File: src/rtl/gpio_irq.sv
// gpio_irq: input conditioning and interrupt stage for the GPIO pin block.
//
// Each pin is synchronized (2 flops), glitch-filtered (FILTER_LEN stable
// cycles) and compared against its previous filtered value to detect edge or
// level events. Enabled events latch into PENDING; irq = |(PENDING & IE),
// registered.
//
// Ports:
//   clk      sole clock
//   resetn   asynchronous active-low reset
//   gpio_in  raw pin levels (asynchronous to clk)
//   addr     byte offset: 0x0 IE, 0x4 TYPE, 0x8 POL, 0xC PENDING (W1C)
//   wrstb    nonzero = write (whole register)
//   wdata    write data
//   rdata    registered read data, held between reads
//   valid    access request, held by master until ready
//   ready    one-cycle completion pulse
//   irq      level interrupt

// Per-pin synchronizer + glitch filter + previous-value register.
module gpio_irq_pin #(
  parameter int FILTER_LEN = 4
) (
  input  logic clk,
  input  logic resetn,
  input  logic pin,
  output logic filt,
  output logic filt_prev
);
  localparam int CW = $clog2(FILTER_LEN) + 1;

  logic          sync1, sync2;
  logic [CW-1:0] cnt;

  always_ff @(posedge clk or negedge resetn) begin
    if (!resetn) begin
      sync1     <= 1'b0;
      sync2     <= 1'b0;
      filt      <= 1'b0;
      filt_prev <= 1'b0;
      cnt       <= '0;
    end else begin
      sync1     <= pin;
      sync2     <= sync1;
      filt_prev <= filt;
      // Any return to the current filtered level restarts the count, so a
      // pulse shorter than FILTER_LEN cycles never propagates.
      if (sync2 == filt) begin
        cnt <= '0;
      end else if (cnt == CW'(FILTER_LEN - 1)) begin
        filt <= sync2;
        cnt  <= '0;
      end else begin
        cnt <= cnt + 1'b1;
      end
    end
  end
endmodule

module gpio_irq #(
  parameter int GPIO_NR    = 8,
  parameter int FILTER_LEN = 4
) (
  input  logic               clk,
  input  logic               resetn,
  input  logic [GPIO_NR-1:0] gpio_in,
  input  logic [3:0]         addr,
  input  logic [3:0]         wrstb,
  input  logic [31:0]        wdata,
  output logic [31:0]        rdata,
  input  logic               valid,
  output logic               ready,
  output logic               irq
);
  localparam logic [1:0] A_IE = 2'd0, A_TYPE = 2'd1, A_POL = 2'd2, A_PEND = 2'd3;

  logic [GPIO_NR-1:0] filt, filt_prev;
  logic [GPIO_NR-1:0] ie, typ, pol, pend;
  logic [GPIO_NR-1:0] lvl, edg, evt, w1c, pend_nxt, wd;
  logic [31:0]        rd_val;
  logic               acc, wr, aligned, wr_en;
  logic               unused_wdata;

  gpio_irq_pin #(.FILTER_LEN(FILTER_LEN)) u_pin [GPIO_NR-1:0] (
    .clk       (clk),
    .resetn    (resetn),
    .pin       (gpio_in),
    .filt      (filt),
    .filt_prev (filt_prev)
  );

  // ready doubles as the "already served" flag: a held valid acts once.
  assign acc          = valid & ~ready;
  assign wr           = |wrstb;
  assign aligned      = (addr[1:0] == 2'b00);
  assign wr_en        = acc & wr & aligned;
  assign wd           = wdata[GPIO_NR-1:0];
  assign unused_wdata = ^wdata;

  assign lvl      = ~(filt ^ pol);
  assign edg      = (filt ^ filt_prev) & lvl;
  assign evt      = (typ & edg) | (~typ & lvl);
  assign w1c      = (wr_en && addr[3:2] == A_PEND) ? wd : '0;
  // Set wins over a same-cycle clear.
  assign pend_nxt = (pend & ~w1c) | (evt & ie);

  always_comb begin
    rd_val = '0;
    if (aligned) begin
      case (addr[3:2])
        A_IE:    rd_val[GPIO_NR-1:0] = ie;
        A_TYPE:  rd_val[GPIO_NR-1:0] = typ;
        A_POL:   rd_val[GPIO_NR-1:0] = pol;
        default: rd_val[GPIO_NR-1:0] = pend;
      endcase
    end
  end

  always_ff @(posedge clk or negedge resetn) begin
    if (!resetn) begin
      ready <= 1'b0;
      rdata <= '0;
      irq   <= 1'b0;
      ie    <= '0;
      typ   <= '0;
      pol   <= '0;
      pend  <= '0;
    end else begin
      ready <= acc;
      if (acc && !wr) rdata <= rd_val;
      if (wr_en) begin
        case (addr[3:2])
          A_IE:    ie  <= wd;
          A_TYPE:  typ <= wd;
          A_POL:   pol <= wd;
          default: ;
        endcase
      end
      pend <= pend_nxt;
      irq  <= |(pend & ie);
    end
  end
endmodule

File: config.mk
export PLATFORM = sky130hd
export DESIGN_NAME = gpio_irq
export DESIGN_NICKNAME = d
export VERILOG_FILES = /design/src/rtl/gpio_irq.sv
export SDC_FILE = /design/constraint.sdc
export NUM_CORES = 1
export LEC_CHECK = 0
export BUFFER_PORTS_ARGS = -buffer_cell sky130_fd_sc_hd__buf_2
export CORE_MARGIN = 5
export CORE_UTILIZATION = 54
export DETAILED_ROUTE_END_ITERATION = 6
export PLACE_DENSITY = 0.79
export RECOVER_POWER = 100
export SLEW_MARGIN = 20
export SYNTH_ARGS = -nofsm -noshare
export SYNTH_HDL_FRONTEND = slang
export SYNTH_SLANG_ARGS = --single-unit
File: constraint.sdc
create_clock -name clk -period 2.4 [get_ports clk]
set_input_delay 0.24 -clock clk [delete_from_list [all_inputs] [get_ports clk]]
set_output_delay 0.24 -clock clk [all_outputs]
set_load 0.03 [all_outputs]
==> flow_summary.yaml <==
sta:
  rsz0062_at_grt: "false"
  worst_pin_slew_ns: 0.9486
  tns_ns: 0
  fmaxAchievable_mhz: 459.4
  fin_worst_skew_ns: 0.01009
  final_hold_viol_count: 0
  maxSlewHeadroom_pct: 36.76
  setup-violations-final: 0
  fin_crit_sh_pct: 90.70
  finalCriticalPeriod_ns: 2.177
  drv_slew: 0
worst_setup_path:
  start_kind: "flip-flop"
  r2r_cells: 4
  crit_type: "reg -> reg"
  cp.arrival_ns: 2.41
  critPathRequiredTime_ns: 2.63
  end_kind: "flip-flop"
  cp_max_fo: 5
global_route:
  grt_pass1_vias: 2606
  grt-ovfl-total: 0
  grt_pass1_wl_um: 12030
  grt_max_degree: 61
  antenna_found_initial: 0
  grt_usage_pct: 15.52
synth:
  synth_top_family_by_area: "multiplexers"
  synthXorXnorAreaFrac_pct: 1.670
  syn-mean-instance-area_um2: 13.67
  synth.distinct_cells: 32
  synth_area_leaders: "dfrtp_1, buf_4, mux2_1"
  synth_top_area_share_pct: 58.46
  synth-adder-area-share_pct: 2.386
  yosys_warnings: 0
  yosysSeqAreaShare_pct: 58.46
  synthSimpleGateAreaFrac_pct: 9.842
  syn-cell-area_um2: 4195
  synth_ff_type: "dfrtp_1"
  synth_common_cells: "dfrtp_1, buf_4, mux2_1"
  synth-edff-count: 0
  synth_compound_area_share_pct: 7.635
  syn-instance-count: 307
  synth_seq_cells: 98
  yosysMostFrequentCell: "dfrtp_1"
  yosysTopAreaCell: "dfrtp_1"
  muxShareOfSynthArea_pct: 13.60
  async_flop_share_pct: 100.0
job:
  maxCapViolCount: 0
route:
  ant_nets: 0
  drc: 0
  via_per_inst: 5.277
  via_count: 2459
  avgRoutedWirePerCell_um: 15.21
  drt_wl_total_um: 7089
  dr.pass1.iters: 4
  drt_iter0_markers: 84
power:
  swShare_pct: 29.89
  switchingPower_mw: 1.287
  seq_power_share_pct: 54.7
  pwr-share-clk_pct: 22.9
  irDropWorstVdd_uv: 509.0
  power_density_nw_per_um2: 930.5
  totalPowerFinal_mw: 4.308
  power.leakage_nw: 2.111
  power.internal_mw: 3.020
  pwr-share-comb_pct: 22.4
final_layout:
  insertedDiodeCount: 0
  utilization_pct: 60.54
  layout.nets: 418
  design_area_um2: 4629
  drive_above_1_share_pct: 16.76
  syn2layout_area_growth_pct: 10.35
floorplan:
  core_um2: 7647
  num_rows: 32
  die-area_um2: 9631
  ioPinCount: 85
  die_h_um: 98.14
  initial_core_util_pct: 54.86
  die-width_um: 98.14
clock_tree:
  h-tree-depth: 3
  clk_path_buf_depth: 2
  cts.sinks: 98
  clock_latency_ns: 0.36
  tritoncts: "done"
  cts_inserted_buffers: 9
  clk_root_buffer_cell: "clkbuf_8"
  clk_pin_slew_ns: 0.09
  ctsResizeCount: 0
hold_path:
  min_path_cells: 2
  hold_class: "in -> reg"
place:
  place_congestion: 0.7834
  port_buffers: 36
  dpl_cell_area_um2: 4422
  hpwl_um: 5048
outcome:
  status: "finished clean"
[worst paths after layout]
kind                       slack (ns)                  endpoint                      from
hold reg to reg                  0.35  u_pin[3].sync2$_DFF_PN0_  u_pin[3].sync1$_DFF_PN0_
hold / removal                   0.14        pol[7]$_DFFE_PN0P_                  wdata[7]
setup / recovery                 0.22        typ[4]$_DFFE_PN0P_           ready$_DFF_PN0_
setup reg to reg                 0.22        typ[4]$_DFFE_PN0P_           ready$_DFF_PN0_
min in group asynchronous        0.56  u_pin[3].sync1$_DFF_PN0_                    resetn
max in group asynchronous        1.02  u_pin[6].sync2$_DFF_PN0_                    resetn
[power by group through the flow]
stage | Combinational [mW] | Sequential [mW] | Clock (mW)
final | 0.967 | 2.36 | 0.985
after global placement | 0.941 | 2.35 | 0
after CTS | 1.01 | 2.36 | 1.01
after global routing | 1.09 | 2.41 | 1.08
after detailed placement | 0.999 | 2.39 | 0
after floorplan | 0.792 | 2.33 | 0
[layer usage]
metal  track usage (%)  part of all wire [%]
met3             3.571                   6.2
met4             6.828                   1.2
met1             20.34                    42
met2             24.92                    50
met5                 0                     0
[flip-flops by register name, indices dropped and copies added, names as in the netlist]
name / count
rdata: 8
u_pin.sync2: 8
pol: 8
ready: 1
u_pin.filt: 8
u_pin.filt_prev: 8
u_pin.sync1: 8
u_pin.cnt: 24
ie: 8
irq: 1
typ: 8
pend: 8
[area by class of cell]
type | count | area (um^2)
Multi-Input combinational cell | 190 | 1535
Sequential cell | 98 | 2452
Timing Repair Buffer | 52 | 301.5
Inverter | 8 | 30.03
Fill cell | 600 | 3018
Tap cell | 102 | 127.6
Clock buffer | 14 | 172.7
Clock inverter | 2 | 10.01
[cells in the final DEF, fill, tap and decap left out, types with 2 or more instances in the layout]
master,netlist,layout
mux2_2,8,8
dlygate4sd3_1,0,9
a22oi_1,12,12
conb_1,1,24
buf_2,2,25
nor3b_1,15,15
o21ai_0,0,6
xnor2_1,8,8
inv_1,8,8
clkbuf_2,0,2
a21boi_0,8,8
o31ai_1,8,8
nor2b_1,9,9
nand3_1,8,8
nand2b_1,9,9
a22o_1,8,8
mux4_2,8,8
or4b_1,2,3
clkbuf_8,0,12
dfrtp_1,98,98
mux2_4,8,3
clkbuf_1,6,17
ha_1,8,8
o21ai_1,8,2
clkinv_2,0,2
nor2_1,9,9
nor3_1,7,7
mux2_1,16,21
[kinds of logic after synthesis]
| group | Yosys count |
|---|---|
| AO/OA/AOI/OAI | 44 |
| multiplexers | 40 |
| buffers and inverters | 42 |
| other | 1 |
| flip-flops | 98 |
| AND/OR/NAND/NOR | 66 |
| XOR/XNOR | 8 |
| adder cells (fa/ha/maj) | 8 |
[through the flow]
step / instances / hold slack (ns) / setup WS (ns)
after detailed placement: 441 / 0.2376 / 0.3431
after CTS: 466 / 0.1258 / 0.3416
final: 466 / 0.1354 / 0.2232
after global routing: 466 / 0.1364 / 0.1613
after floorplan: 330 / -0.05559 / 0.2081
after global placement: 441 / 0.2310 / 0.3524
[critical path, stage by stage, from the launching register on]
cell	delay (ns)
dfrtp_1	0.39
or4b_1	0.56
or4b_1	0.54
clkbuf_1	0.21
mux2_1	0.35
[what timing repair did]
action	4_1_cts	5_1_grt
setup buffers	0	0
hold endpoints to repair	46	0
hold buffers	9	0
setup endpoints to repair	0	0
No activity file was read; power rests on OpenSTA's default activity.
